<file path="config.mk">
export PLATFORM = sky130hd
export DESIGN_NAME = wordle_scorer
export DESIGN_NICKNAME = d
export VERILOG_FILES = /design/src/rtl/wordle_pkg.sv /design/src/rtl/wordle_scorer.sv
export SDC_FILE = /design/constraint.sdc
export NUM_CORES = 1
export LEC_CHECK = 0
export BUFFER_PORTS_ARGS = -buffer_cell sky130_fd_sc_hd__buf_4
export CORE_MARGIN = 2
export CORE_UTILIZATION = 30
export CTS_CLUSTER_DIAMETER = 50
export DETAILED_ROUTE_END_ITERATION = 6
export SYNTH_ARGS = -nofsm -noshare
export SYNTH_HDL_FRONTEND = slang
export SYNTH_SLANG_ARGS = --single-unit
</file>
<file path="constraint.sdc">
create_clock -name board_clk -period 12 [get_ports board_clk]
set_input_delay 2.4 -clock board_clk [delete_from_list [all_inputs] [get_ports board_clk]]
set_output_delay 2.4 -clock board_clk [all_outputs]
set_load 0.02 [all_outputs]
</file>
<file path="src/rtl/wordle_pkg.sv">
// wordle_pkg -- shared definitions for the Wordle scorer.
//   WORD_LEN / CHAR_W : word geometry (five 8-bit ASCII letters)
//   BLANK             : space character; never matches and never scores
//   color_e           : 2-bit per-letter score codes
//   state_e           : scorer FSM encoding
package wordle_pkg;

  localparam int WORD_LEN = 5;
  localparam int CHAR_W   = 8;

  localparam logic [CHAR_W-1:0] BLANK = 8'h20;

  typedef enum logic [1:0] {
    GREY     = 2'b00,
    YELLOW   = 2'b01,
    GREEN    = 2'b10,
    UNSCORED = 2'b11
  } color_e;

  typedef enum logic [1:0] {
    ST_IDLE   = 2'd0,
    ST_GREEN  = 2'd1,
    ST_YELLOW = 2'd2,
    ST_DONE   = 2'd3
  } state_e;

endpackage

</file>
<file path="src/rtl/wordle_scorer.sv">
// wordle_scorer -- scores one Wordle guess against a secret answer.
//
// Ports
//   board_clk : clock, rising edge
//   reset     : asynchronous, active-high
//   start     : score request, sampled only while idle
//   guess     : guessed word, letter 0 in the MSBs
//   answer    : secret word, same letter order
//   busy      : high in every non-idle state
//   done      : one-cycle pulse when colors/win are updated
//   colors    : 2 bits per letter, letter 0 at the MSBs (00 grey,
//               01 yellow, 10 green, 11 unscored)
//   win       : all five letters green
//
// Sequence: IDLE -> GREEN (1 cycle) -> YELLOW (one guess letter per
// cycle) -> DONE (1 cycle, done pulse) -> IDLE.
//
// Build option: define WORDLE_SCORER_DUP_AWARE_EN to make the yellow
// pass consume answer positions (standard duplicate-letter handling).
// Without it, a non-green letter is yellow if it occurs anywhere in the
// answer.
module wordle_scorer
  import wordle_pkg::*;
#(
  parameter int WORD_LEN = 5,
  parameter int CHAR_W   = 8
) (
  input  logic                       board_clk,
  input  logic                       reset,
  input  logic                       start,
  input  logic [WORD_LEN*CHAR_W-1:0] guess,
  input  logic [WORD_LEN*CHAR_W-1:0] answer,
  output logic                       busy,
  output logic                       done,
  output logic [2*WORD_LEN-1:0]      colors,
  output logic                       win
);

  localparam int IDX_W = $clog2(WORD_LEN);
  localparam logic [IDX_W-1:0]      LAST_IDX  = IDX_W'(WORD_LEN-1);
  localparam logic [2*WORD_LEN-1:0] ALL_GREEN = {WORD_LEN{2'(GREEN)}};

  state_e                      state;
  logic [WORD_LEN*CHAR_W-1:0]  g_q, a_q;     // latched request
  logic [WORD_LEN-1:0]         used;         // answer positions consumed
  logic [IDX_W-1:0]            idx;          // yellow-pass letter index
  logic [2*WORD_LEN-1:0]       res;          // working result

  logic [2*WORD_LEN-1:0]       green_res, yel_res;
  logic [WORD_LEN-1:0]         green_used, yel_used;
  int                          sel;          // letter slot of idx (0 = MSBs side)
  logic [CHAR_W-1:0]           cur_g;
  logic [1:0]                  cur_c;
  logic                        found;

  // Exact-position pass over all letters at once.
  always_comb begin
    green_res  = res;
    green_used = used;
    for (int i = 0; i < WORD_LEN; i++) begin
      if (g_q[(WORD_LEN-1-i)*CHAR_W +: CHAR_W] == a_q[(WORD_LEN-1-i)*CHAR_W +: CHAR_W] &&
          g_q[(WORD_LEN-1-i)*CHAR_W +: CHAR_W] != BLANK) begin
        green_res[(WORD_LEN-1-i)*2 +: 2] = GREEN;
        green_used[i]                    = 1'b1;
      end
    end
  end

  // Yellow pass for the single letter selected by idx.
  assign sel   = WORD_LEN - 1 - int'(idx);
  assign cur_g = g_q[sel*CHAR_W +: CHAR_W];
  assign cur_c = res[sel*2 +: 2];

  always_comb begin
    yel_res  = res;
    yel_used = used;
    found    = 1'b0;
    if (cur_c != GREEN) begin
      if (cur_g != BLANK) begin
        for (int j = 0; j < WORD_LEN; j++) begin
`ifdef WORDLE_SCORER_DUP_AWARE_EN
          // Lowest unused matching position wins; it is then consumed.
          if (!found && !used[j] && a_q[(WORD_LEN-1-j)*CHAR_W +: CHAR_W] == cur_g) begin
            found       = 1'b1;
            yel_used[j] = 1'b1;
          end
`else
          if (a_q[(WORD_LEN-1-j)*CHAR_W +: CHAR_W] == cur_g)
            found = 1'b1;
`endif
        end
      end
      yel_res[sel*2 +: 2] = found ? YELLOW : GREY;
    end
  end

  always_ff @(posedge board_clk or posedge reset) begin
    if (reset) begin
      state  <= ST_IDLE;
      busy   <= 1'b0;
      done   <= 1'b0;
      colors <= '1;
      win    <= 1'b0;
      used   <= '0;
      idx    <= '0;
      res    <= '1;
      g_q    <= '0;
      a_q    <= '0;
    end else begin
      done <= 1'b0;
      case (state)
        ST_IDLE: begin
          if (start) begin
            g_q   <= guess;
            a_q   <= answer;
            used  <= '0;
            idx   <= '0;
            res   <= '1;
            busy  <= 1'b1;
            state <= ST_GREEN;
          end
        end
        ST_GREEN: begin
          res   <= green_res;
          used  <= green_used;
          state <= ST_YELLOW;
        end
        ST_YELLOW: begin
          res  <= yel_res;
          used <= yel_used;
          if (idx == LAST_IDX) begin
            // Publish on entry to DONE so done/colors/win appear together.
            idx    <= '0;
            colors <= yel_res;
            win    <= (yel_res == ALL_GREEN);
            done   <= 1'b1;
            state  <= ST_DONE;
          end else begin
            idx <= idx + 1'b1;
          end
        end
        ST_DONE: begin
          busy  <= 1'b0;
          state <= ST_IDLE;
        end
        default: begin
          busy  <= 1'b0;
          state <= ST_IDLE;
        end
      endcase
    end
  end

endmodule

</file>
Word-level counts from Yosys, hierarchy flattened
Index checks and enable logic that the tools add are counted.
{ "word_totals": {"mem_bits_rw": 0, "romBits": 0, "mem_count": 0, "elab_cells": 95, "latchBits": 0, "register_bits": 108, "inputBits": 83} }
{ "op_classes": {"n_shift": 4, "reduce_logical": 19, "div": 0, "magnitude_cmp": 0, "muxes": 27, "bitwise_logic": 0, "n_mul": 0, "n_eq_ne": 29, "add_sub_neg": 3} }
{ "ops": {"columns": ["cell", "n"], "rows": [
  ["$eq 8x8->1", 10],
  ["$ne 8x6->1 const B", 6],
  ["$shiftx 40x7->8", 1],
  ["$neg 5->33", 1],
  ["$shift 2x33->10 const A", 1],
  ["$shiftx 2x33->10", 1],
  ["$pmux 10 s3", 1],
  ["$mux 10", 2],
  ["$ne 2x2->1 const B", 8],
  ["$reduce_and 3->1", 5],
  ["$mux 2", 7],
  ["$mux 1", 11],
  ["$bwmux 10", 1],
  ["$eq 10x10->1 const B", 1],
  ["$reduce_and 2->1", 5],
  ["$shiftx 10x5->2", 1],
  ["$pmux 2 s4", 1],
  ["$mux 3", 2],
  ["$pmux 3 s2", 1],
  ["$logic_and 1x1->1", 5],
  ["$eq 2x2->1 const B", 2],
  ["$reduce_bool 2->1", 2],
  ["$sub 3x3->4 const A", 1],
  ["$add 3x1->3 const B", 1],
  ["other kinds (5)", 5]
]} }

Depth between registers and ports, before layout
Gate-level depths: netlist (run 1).
{ "depth": {"depth_word": 15, "mapped_depth": 19, "ltp_nobuf": 15} }

Least setup slack after synthesis (run 1)
No wires, ideal clock.
{ "synth_path": {"path_kind": "reg2reg", "start": "register idx[0]", "end": "register res[6]", "path_slack_ns": 8.123, "period_less_slack_ns": 3.877, "n_path_buf": 4, "setup_ns": 0.085, "path_stages_with_launch": 19, "arrival_ns": 3.792, "cell_sequence": "dfrtp_1 -> buf_6 -> buf_6 -> inv_1 -> ha_1 -> ha_1 -> clkbuf_1 -> clkinv_1 -> and3_1 -> ha_1 -> nand4b_1 -> or3_1 -> a21oi_1 -> and4b_1 -> clkbuf_1 -> nand3_1 -> a21bo_2 -> a21oi_1 -> o31ai_1"} }
{ "synth_via": {"elab_chain_len": 15, "elab_cells_between_ends": 24, "classes_between": "add/sub (2); eq/ne (7); shift (4); mux (11)"} }
{ "synth_lines": {"columns": ["element", "line_no", "text"], "rows": [
  ["from (decl)", "wordle_scorer.sv:46", "logic [IDX_W-1:0] idx;"],
  ["from (signal assigned)", "wordle_scorer.sv:139", "idx <= idx + 1'b1;"],
  ["$sub 3x3->4 (*)", "wordle_scorer.sv:70", "assign sel = WORD_LEN - 1 - int'(idx);"],
  ["$shiftx 40x7->8", "wordle_scorer.sv:71", "assign cur_g = g_q[sel*CHAR_W +: CHAR_W];"],
  ["$eq 8x8->1", "wordle_scorer.sv:88", "if (a_q[(WORD_LEN-1-j)*CHAR_W +: CHAR_W] == cur_g)"],
  ["$mux 1 (5 in series)", "wordle_scorer.sv:88", null],
  ["$mux 1", "wordle_scorer.sv:79", "if (cur_g != BLANK) begin"],
  ["$mux 1", "wordle_scorer.sv:78", "if (cur_c != GREEN) begin"],
  ["$mux 1", "wordle_scorer.sv:93", "yel_res[sel*2 +: 2] = found ? YELLOW : GREY;"],
  ["$shiftx 2x33->10", "wordle_scorer.sv:93", null],
  ["$bwmux 10", "wordle_scorer.sv:93", null],
  ["$mux 10 (*)", "wordle_scorer.sv:78", null],
  ["$pmux 10 s3 (*)", "wordle_scorer.sv:111", "case (state)"],
  ["to (signal assigned)", "wordle_scorer.sv:124", "res <= green_res;"],
  ["to (signal assigned)", "wordle_scorer.sv:129", "res <= yel_res;"],
  ["to (decl)", "wordle_scorer.sv:47", "logic [2*WORD_LEN-1:0] res;"]
]} }
Mark *: on every way between the ends. The rest lies on a longest branch, timed or not. The select of a mux whose other input is x is not followed.
A chain may end at the register's enable or synchronous reset.

Worst setup path after layout (run 1)
{ "layout_path": {"start": "register idx[0]", "end": "register colors[6]"} }
{ "layout_via": {"elab_chain_len": 14, "elab_cells_between_ends": 25, "classes_between": "add/sub (2); eq/ne (8); shift (4); mux (10); reduce/logical (1)"} }
{ "layout_lines": {"columns": ["element", "line_no", "text"], "rows": [
  ["$sub 3x3->4", "wordle_scorer.sv:70", null],
  ["$shiftx 40x7->8", "wordle_scorer.sv:71", null],
  ["$eq 8x8->1", "wordle_scorer.sv:88", null],
  ["$mux 1 (5 in series)", "wordle_scorer.sv:88", null],
  ["$mux 1", "wordle_scorer.sv:79", null],
  ["$mux 1", "wordle_scorer.sv:78", null],
  ["$mux 1", "wordle_scorer.sv:93", null],
  ["$shiftx 2x33->10", "wordle_scorer.sv:93", null],
  ["$bwmux 10", "wordle_scorer.sv:93", null],
  ["$mux 10", "wordle_scorer.sv:78", null],
  ["to (signal assigned)", "wordle_scorer.sv:134", "colors <= yel_res;"],
  ["to (decl)", "wordle_scorer.sv:35", "output logic [2*WORD_LEN-1:0] colors,"]
]} }
Parallel ways exist; a longest one is shown, timed or not. The select of a mux whose other input is x is not followed.

==> impl_metrics.env, run 1 <==
export IMPL_die_y_um=149
export IMPL_cp_arrival_ns=5.26
export IMPL_grt_usage=0.173
export IMPL_first_global_vias=5068
export IMPL_row_count=53
export IMPL_cts_hold_buf=0
export IMPL_fin_crit_sh=0.415
export IMPL_fin_nets=769
export IMPL_finClkSkew_ns=0.00717
export IMPL_ys_seq_area_frac=0.433
export IMPL_synth_flop_cell="dfrtp_1"
export IMPL_firstDrtPassIters=5
export IMPL_synth_edff_count=0
export IMPL_max_stage_delay_ns=0.92
export IMPL_worst_slack_ns=7.02
export IMPL_clockRootBuffer="clkbuf_16"
export IMPL_clkTransAtPathRegs_ns=0.07
export IMPL_grt_pass1_wl_um=29200
export IMPL_syn_inst=590
export IMPL_leakage_nw=3.30
export IMPL_clk_latency_ns=0.37
export IMPL_fp_dieW_um=149
export IMPL_cap_violations=0
export IMPL_hold_path_class="flop to flop"
export IMPL_relSlewSlack=0.274
export IMPL_synth_area_um2=6310
export IMPL_synthDistinctLibCells=72
export IMPL_crit_top_cell="ha_1"
export IMPL_gp_congestion=1.01
export IMPL_core_um2=20800
export IMPL_synth_nets=684
export IMPL_num_io_pins=96
export IMPL_run_status="finished clean"
export IMPL_crit_chain="inv_1, ha_1, ha_1, clkinv_1, and3_1, ha_1, nand4b_1, or3_1, a21oi_1, and4b_1, nand3_1, and3_1, a21oi_1, o41ai_2"
export IMPL_synth_area_leaders="dfrtp_1, mux2_2, dfstp_2"
export IMPL_num_antenna_cells=0
export IMPL_cp_slowest_cell="dfrtp_1"
export IMPL_dp_slack_ns=7.09
export IMPL_cts_sinks=108
export IMPL_cts_made_buffers=9
export IMPL_dieArea_um2=22200
export IMPL_finalSetupViolations=0
export IMPL_grt_setup_unrepaired="false"
export IMPL_antenna_found_initial=0
export IMPL_crit_type="flop to flop"
export IMPL_setup_worst_path_start_class="flop"
export IMPL_synth_top_area_cell="dfrtp_1"
export IMPL_synth_seq_cells=108
export IMPL_vias=5054
export IMPL_ant_nets=0
export IMPL_fin_crit_ns=4.98
export IMPL_cp_required_ns=12.28
export IMPL_peakVddDrop_uv=128
export IMPL_power_density_nw_per_um2=319
export IMPL_ctsResizeCount=0
export IMPL_routed_via_density=5.29
export IMPL_grt_max_degree=82
export IMPL_worstPathMaxFanout=20
export IMPL_grt_ovfl_total=0
export IMPL_avgRoutedWirePerCell_um=19.5
export IMPL_endpoint_kind="flop"
export IMPL_place_port_buffers=95
export IMPL_slew_viol_final=0
export IMPL_syn_to_final_growth_pct=19.9
export IMPL_synth_yosys_warnings=0
export IMPL_drive_above_1_share=0.346
export IMPL_finalHoldViolations=0
export IMPL_place_hpwl_um=14100
export IMPL_drc=0
export IMPL_finalSetupTns_ns=0
export IMPL_cts_tree="yes"
export IMPL_fillers=2123
export IMPL_clockBufferDepth=2
export IMPL_max_slew_worst_pin_slew_ns=1.09
export IMPL_synth_top_area_share=0.349
export IMPL_final_common_cell="buf_4"
export IMPL_start_util=0.303
export IMPL_h_tree_depth=3
export IMPL_first_iter_violations=387
export IMPL_syn_area_per_cell_um2=10.7
export IMPL_wl_um=18600
export IMPL_async_flop_share=1.00
export IMPL_fmax_mhz=201
export IMPL_final_cell_mix="buf_4, dfrtp_1, mux2_2, inv_1, nand2_1"
export IMPL_post_cts_buffers=0
stage by stage:
stage                      util  power, mW  std cells  cell area, um^2  hold WS [ns]
after floorplan               -       1.72        590             6310         0.458
after global placement    0.350       2.10        939             7280         0.444
after detailed placement  0.350       2.11        939             7280         0.446
after CTS                 0.363       2.41        955             7560         0.456
after global routing      0.363       2.58        955             7560         0.485
final                     0.363       2.41        955             7560         0.451
state kept, by name, summed over array words and instances (netlist names):
| name | flops |
|---|---|
| state | 2 |
| g_q | 40 |
| idx | 3 |
| res | 10 |
| a_q | 40 |
| busy | 1 |
| win | 1 |
| done | 1 |
| colors | 10 |
cells in the mapped netlist, drive strengths merged, types with 3 or more instances:
cell	count
inv	46
o31ai	5
a222oi	3
nor3	7
a32oi	4
xor2	39
a31oi	9
o2111ai	3
o22ai	6
xnor2	7
dfstp	20
buf	5
nand2	42
a2bb2oi	3
o21ai	21
ha	11
a22o	5
o221ai	6
or4	3
nor4	9
a211oi	3
nor2	16
nor4b	5
dfrtp	88
a22oi	5
and3	3
a2111oi	5
o211ai	9
mux4	8
nand2b	9
nand3	27
a21oi	25
mux2	80
clkbuf	17
path summary, 6_finish.rpt:
path,depth (start not counted),start,slack (ns),end
max in group asynchronous,3,reset,8.70,g_q[22]
min in group asynchronous,2,reset,2.12,g_q[39]
min reg2reg,2,colors[9],0.45,colors[9]
max reg2reg,14,idx[0],7.02,colors[6]
max,14,idx[0],7.02,colors[6]
min,2,colors[9],0.45,colors[9]
cell families (layout without fill, tap and decap cells):
logic type,after synthesis,count (layout),share of synthesized area
compound gates,130,130,0.151
xor+xnor,46,46,0.0639
fa+ha+maj,11,11,0.0218
buf+inv,69,159,0.0440
flops,108,108,0.433
mux,89,89,0.173
simple gates,137,137,0.114
critical path: cells and delay by family (launching register included):
kind / cells / cell delay (ns)
simple gates: 6 / 1.67
fa+ha+maj: 3 / 1.31
flops: 1 / 0.92
buf+inv: 2 / 0.60
compound gates: 3 / 0.38
routing by layer:
layer / vias up / routed length (um) / GRT usage
li1: 2353 / - / -
met1: 2501 / 8350 / 0.229
met2: 162 / 8830 / 0.277
met3: 38 / 914 / 0.0343
met4: 0 / 533 / 0.0690
met5: - / 0 / 0
power by group:
part,switching [mW],leakage [nW],internal (mW),total (mW)
clock,0.143,0.135,0.143,0.286
sequential,0.280,1.26,0.567,0.848
combinational,0.691,1.91,0.589,1.28
layout make-up:
type	instances	area, um^2	area share
clock buffers	10	229	0.0303
clock inverters	6	50.0	0.00662
inverters	47	179	0.0237
multi-input cells	413	3310	0.438
flip-flops and latches	108	2730	0.361
well taps	275	344	0.0455
repair buffers	96	721	0.0953
No activity file was read; power rests on OpenSTA's default activity.
==> run 2: changes to the inputs <==
- ABC_AREA: default -> 1
- clock period: 12 -> 4.6 ns (I/O delays scaled with it)
==> run 2 against run 1 <==
  * Die area grew 2.6%
  * Synthesized area is 2.7% higher
  * Clock skew up 0.0090 ns
  * Register-to-register slack lost 6.0 ns
  * Combinational power rose to 2.8 times the previous value
  * Sequential power rose by 120%
  * Critical path depth up 6
  * Setup slack lost 6.0 ns
  * Clock power rose to 2.7 times the previous value
  * Flip-flop and latch count is the same
  * Fmax grew 39%
  * Sequential share of layout area is 0.94 points lower
  * Largest cell class unchanged
==> impl_metrics.env, run 2 <==
export IMPL_run_status="finished clean"
export IMPL_cts_made_buffers=9
export IMPL_grt_usage=0.181
export IMPL_cts_hold_buf=0
export IMPL_dieArea_um2=22800
export IMPL_synthDistinctLibCells=36
export IMPL_drc=0
export IMPL_netlist_top_cells_count="nand2_1, inv_1, dfrtp_1, o21ai_0, nand3_1"
export IMPL_finClkSkew_ns=0.0162
export IMPL_firstDrtPassIters=6
export IMPL_max_slew_worst_pin_slew_ns=0.778
export IMPL_final_cell_mix="nand2_1, inv_1, buf_4, dfrtp_1, o21ai_0"
export IMPL_routed_via_density=4.91
export IMPL_cts_sinks=108
export IMPL_cts_tree="yes"
export IMPL_cp_required_ns=4.90
export IMPL_wl_um=19800
export IMPL_synth_top_area_cell="dfrtp_1"
export IMPL_relSlewSlack=0.479
export IMPL_synth_nets=1000
export IMPL_ctsResizeCount=0
export IMPL_ys_seq_area_frac=0.421
export IMPL_p_sw_mw=3.19
export IMPL_num_antenna_cells=0
export IMPL_place_hpwl_um=15000
export IMPL_grt_max_degree=115
export IMPL_synth_edff_count=0
export IMPL_synth_seq_cells=108
export IMPL_endpoint_kind="flop"
export IMPL_fin_crit_ns=3.59
export IMPL_finalSetupTns_ns=0
export IMPL_synth_area_leaders="dfrtp_1, nand2_1, dfstp_2"
export IMPL_drive_above_1_share=0.172
export IMPL_fin_crit_sh=0.780
export IMPL_final_common_cell="nand2_1"
export IMPL_avgRoutedWirePerCell_um=15.6
export IMPL_synth_area_um2=6480
export IMPL_setup_worst_path_start_class="flop"
export IMPL_leakage_nw=3.90
export IMPL_fin_nets=1087
export IMPL_first_global_vias=5993
export IMPL_syn_inst=906
export IMPL_syn_area_per_cell_um2=7.15
export IMPL_cp_arrival_ns=3.89
export IMPL_final_area_um2=7760
export IMPL_start_util=0.307
export IMPL_clockRootBuffer="clkbuf_16"
export IMPL_synth_most_common_cell="nand2_1"
export IMPL_clockBufferDepth=2
export IMPL_comb_power_share=0.574
export IMPL_p_int_mw=3.06
export IMPL_pwr_share_seq=0.304
export IMPL_fillers=2287
export IMPL_vias=6247
export IMPL_die_y_um=151
export IMPL_finalHoldViolations=0
export IMPL_finalSetupViolations=0
export IMPL_gp_congestion=0.979
export IMPL_antenna_found_initial=0
export IMPL_h_tree_depth=3
export IMPL_first_iter_violations=535
export IMPL_hold_path_class="flop to flop"
export IMPL_cap_violations=0
export IMPL_async_flop_share=1.00
export IMPL_crit_type="flop to flop"
export IMPL_synth_top_area_share=0.340
export IMPL_synth_yosys_warnings=0
export IMPL_fmax_mhz=279
export IMPL_row_count=53
export IMPL_swShare=0.511
export IMPL_slew_viol_final=0
export IMPL_grt_pass1_wl_um=31900
export IMPL_num_io_pins=96
export IMPL_core_um2=21100
export IMPL_grt_ovfl_total=0
export IMPL_power_mw=6.25
export IMPL_syn_to_final_growth_pct=19.8
export IMPL_place_port_buffers=95
export IMPL_clkTransAtPathRegs_ns=0.07
export IMPL_power_density_nw_per_um2=806
export IMPL_synth_flop_cell="dfrtp_1"
export IMPL_grt_setup_unrepaired="false"
export IMPL_post_cts_buffers=0
export IMPL_placed_area_um2=7480
export IMPL_peakVddDrop_uv=232
export IMPL_worstPathMaxFanout=12
export IMPL_fp_dieW_um=151
export IMPL_ant_nets=0
export IMPL_largestRegisters="a_q: 40 flops, g_q: 40 flops"
export IMPL_clk_latency_ns=0.36
export IMPL_pwr_share_clk=0.122
[run 2: changes by cell type in the layout (fill, tap and decap cells not counted), sizes merged, moves of 22 or more]
cell / delta
nand2: +315
mux2: -80
o21ai: +67
inv: +65
nand3: +28
nor2: +25
xor2: -22
[run 2: final timing paths]
| check | from | endpoint | slack, ns | depth (start not counted) |
|---|---|---|---|---|
| min in group asynchronous | reset | a_q[24] | 0.66 | 2 |
| min reg2reg | colors[5] | colors[5] | 0.47 | 2 |
| max reg2reg | idx[1] | res[2] | 1.01 | 20 |
| max in group asynchronous | reset | res[0] | 3.07 | 3 |
| max | idx[1] | res[2] | 1.01 | 20 |
| min | colors[5] | colors[5] | 0.47 | 2 |
[run 2: cell type report]
type | instances | area [um^2] | share of cell area
clock inverter | 5 | 42.5 | 0.00548
timing repair buffer | 103 | 786 | 0.101
tap | 275 | 344 | 0.0443
clock buffer | 11 | 243 | 0.0313
multi-input combinational | 659 | 3190 | 0.412
sequential | 108 | 2730 | 0.351
inverter | 112 | 424 | 0.0547
[run 2: cell families after synthesis]
group,synth area share
xor gates and xnor gates,0.0325
adders and majority gates,0.0212
and+or+nand+nor,0.331
AOI/OAI and AO/OA,0.108
buffers and inverters,0.0858
DFF,0.421
[run 2: power groups by stage]
stage / Combinational [mW] / Sequential [mW] / Clock (mW)
6_report: 3.59 / 1.90 / 0.763
5_1_grt: 4.08 / 1.96 / 0.823
4_1_cts: 3.55 / 1.89 / 0.776
3_5_place_dp: 3.54 / 1.90 / 0
3_3_place_gp: 3.51 / 1.90 / 0
2_1_floorplan: 2.62 / 1.80 / 0
[run 2: stage by stage]
step           hold slack (ns)  std cells   util  setup slack, ns
2_1_floorplan            0.454        906      -            0.868
3_3_place_gp             0.456       1257  0.355             1.14
3_5_place_dp             0.461       1257  0.355             1.00
4_1_cts                  0.473       1273  0.368             1.00
5_1_grt                  0.492       1273  0.368            0.587
6_report                 0.469       1273  0.368             1.01
[run 2: routing by layer]
metal | vias to the layer above | wire length (um) | GRT usage
li1 | 3081 | - | -
met1 | 2921 | 9600 | 0.269
met2 | 217 | 8400 | 0.268
met3 | 28 | 1310 | 0.0211
met4 | 0 | 518 | 0.0687
met5 | - | 0 | 0
[run 2: critical path, cell delays in order (launching register included)]
cell	delay, ns
dfrtp_1	0.45
inv_1	0.09
ha_1	0.23
ha_1	0.56
nor2_2	0.07
buf_4	0.19
nand2_1	0.09
inv_1	0.05
ha_1	0.32
nand4_1	0.10
o31ai_1	0.33
nand2_1	0.13
nor3_1	0.21
inv_1	0.09
nor2_1	0.19
nand4_1	0.11
nand2_1	0.09
nand2_1	0.05
nand2_1	0.07
nand2_1	0.05
nand2_1	0.05
==> run 3: changes to the inputs <==
- clock period: 4.6 -> 2.95 ns (I/O delays scaled with it)
==> run 3 against run 2 <==
  * Hold slack lost 0.078 ns
  * Highest routed layer unchanged
  * Clock-buffer cell count shrank 2
  * Largest cell class unchanged
  * Cell count grew 1.2%
  * Critical path type unchanged
==> impl_metrics.env, run 3 (synthesis gave the netlist of run 2 again) <==
export IMPL_peakVddDrop_uv=425
export IMPL_fin_crit_ns=2.77
export IMPL_p_int_mw=5.08
export IMPL_dieArea_um2=22800
export IMPL_grt_pass1_wl_um=32100
export IMPL_holdWs_ns=0.391
export IMPL_fp_dieW_um=151
export IMPL_clkTransAtPathRegs_ns=0.07
export IMPL_drive_above_1_share=0.193
export IMPL_num_antenna_cells=0
export IMPL_relSlewSlack=0.589
export IMPL_finalSetupTns_ns=0
export IMPL_syn_to_final_growth_pct=23.4
export IMPL_cts_tree="yes"
export IMPL_cap_violations=0
export IMPL_place_hpwl_um=15100
export IMPL_clockBufferDepth=2
export IMPL_final_common_cell="nand2_1"
export IMPL_ant_nets=0
export IMPL_h_tree_depth=3
export IMPL_routed_via_density=4.88
export IMPL_r2r_cells=18
export IMPL_ff_latch_area_um2=2730
export IMPL_core_um2=21100
export IMPL_comb_power_share=0.585
export IMPL_cp_arrival_ns=2.99
export IMPL_multi_input_area_um2=3280
export IMPL_hold_path_class="input pin to asynchronous set/reset pin"
export IMPL_worstPathMaxFanout=4
export IMPL_final_cell_mix="nand2_1, buf_4, inv_1, dfrtp_1, o21ai_0"
export IMPL_grt_ovfl_total=0
export IMPL_finClkSkew_ns=0.00885
export IMPL_endpoint_kind="flop"
export IMPL_pwr_share_seq=0.289
export IMPL_first_global_vias=6109
export IMPL_fin_nets=1102
export IMPL_cts_hold_buf=0
export IMPL_fillers=2247
export IMPL_drc=0
export IMPL_power_density_nw_per_um2=1280
export IMPL_fmax_mhz=362
export IMPL_cp_required_ns=3.17
export IMPL_grt_setup_unrepaired="false"
export IMPL_p_sw_mw=5.14
export IMPL_place_inst=1269
export IMPL_dp_slack_ns=0.121
export IMPL_num_io_pins=96
export IMPL_grt_max_degree=109
export IMPL_worst_slack_ns=0.185
export IMPL_crit_type="flop to flop"
export IMPL_final_core_util=0.379
export IMPL_swShare=0.503
export IMPL_antenna_found_initial=0
export IMPL_firstDrtPassIters=5
export IMPL_cts_made_buffers=9
export IMPL_clockRootBuffer="clkbuf_16"
export IMPL_max_slew_worst_pin_slew_ns=0.617
export IMPL_place_port_buffers=95
export IMPL_finalSetupViolations=0
export IMPL_setup_worst_path_start_class="flop"
export IMPL_leakage_nw=3.99
export IMPL_pwr_share_clk=0.125
export IMPL_wl_um=20100
export IMPL_start_util=0.307
export IMPL_gp_congestion=0.943
export IMPL_row_count=53
export IMPL_run_status="finished clean"
export IMPL_finalHoldViolations=0
export IMPL_largestRegisters="a_q: 40 flops, g_q: 40 flops"
export IMPL_slew_viol_final=0
export IMPL_vias=6286
export IMPL_die_y_um=151
export IMPL_fin_crit_sh=0.937
export IMPL_avgRoutedWirePerCell_um=15.6
export IMPL_cts_sinks=108
export IMPL_final_cells=1288
export IMPL_grt_usage=0.182
export IMPL_clk_latency_ns=0.37
export IMPL_first_iter_violations=520
-- run 3: area by class of cell --
class,instances,area share
Clock buffer,9,0.0282
Clock inverter,7,0.0105
Inverter,112,0.0532
Multi-Input combinational cell,659,0.410
Sequential cell,108,0.341
Tap cell,275,0.0430
Timing Repair Buffer,118,0.114
-- run 3: power groups by stage --
| stage | combinational (mW) | clock, mW | sequential [mW] |
|---|---|---|---|
| floorplan | 4.16 | 0 | 2.81 |
| global placement | 5.69 | 0 | 2.97 |
| detailed placement | 5.79 | 0 | 2.95 |
| CTS | 5.81 | 1.31 | 2.94 |
| global route | 6.69 | 1.37 | 3.06 |
| finish | 5.99 | 1.28 | 2.96 |
-- run 3: final timing paths --
| path | slack [ns] | from | to |
|---|---|---|---|
| max in group asynchronous | 2.09 | reset | g_q[11] |
| max | 0.18 | idx[1] | win |
| min in group board_clk | 0.41 | guess[35] | g_q[35] |
| max reg2reg | 0.18 | idx[1] | win |
| min | 0.39 | reset | done |
| min reg2reg | 0.47 | colors[9] | colors[9] |
-- run 3: per-layer routing --
layer / vias up / wire [um] / global-route usage
met4: 0 / 361 / 0.0523
li1: 3109 / - / -
met3: 26 / 1240 / 0.0268
met5: - / 0 / 0
met1: 2927 / 9860 / 0.271
met2: 224 / 8640 / 0.275
-- run 3: repair_timing --
action | in CTS | in global routing
buffers inserted | 0 | 3
gates resized for setup | 0 | 8
endpoints found under the hold margin | 0 | 0
setup endpoints to repair | 0 | 5
-- run 3: metrics by stage --
stage               power (mW)  cell area (um^2)
global placement          8.66              7630
CTS                       10.1              7940
global route              11.1              8000
detailed placement        8.74              7630
finish                    10.2              8000
floorplan                 6.97              6530
-- run 3: critical path: stages, from the launching register on --
cell and delay [ns]:
dfrtp_1 0.35, inv_1 0.08, ha_4 0.18, ha_4 0.28, nor2_4 0.04, nand2_1 0.08, inv_1 0.07, ha_4 0.28
nand4_1 0.14, o31ai_4 0.24, nand2_1 0.12, nor3_2 0.16, inv_1 0.09, nor2_2 0.16, inv_1 0.08, nand3_1 0.07
nor2_1 0.05, nand3b_1 0.08, o21ai_1 0.07
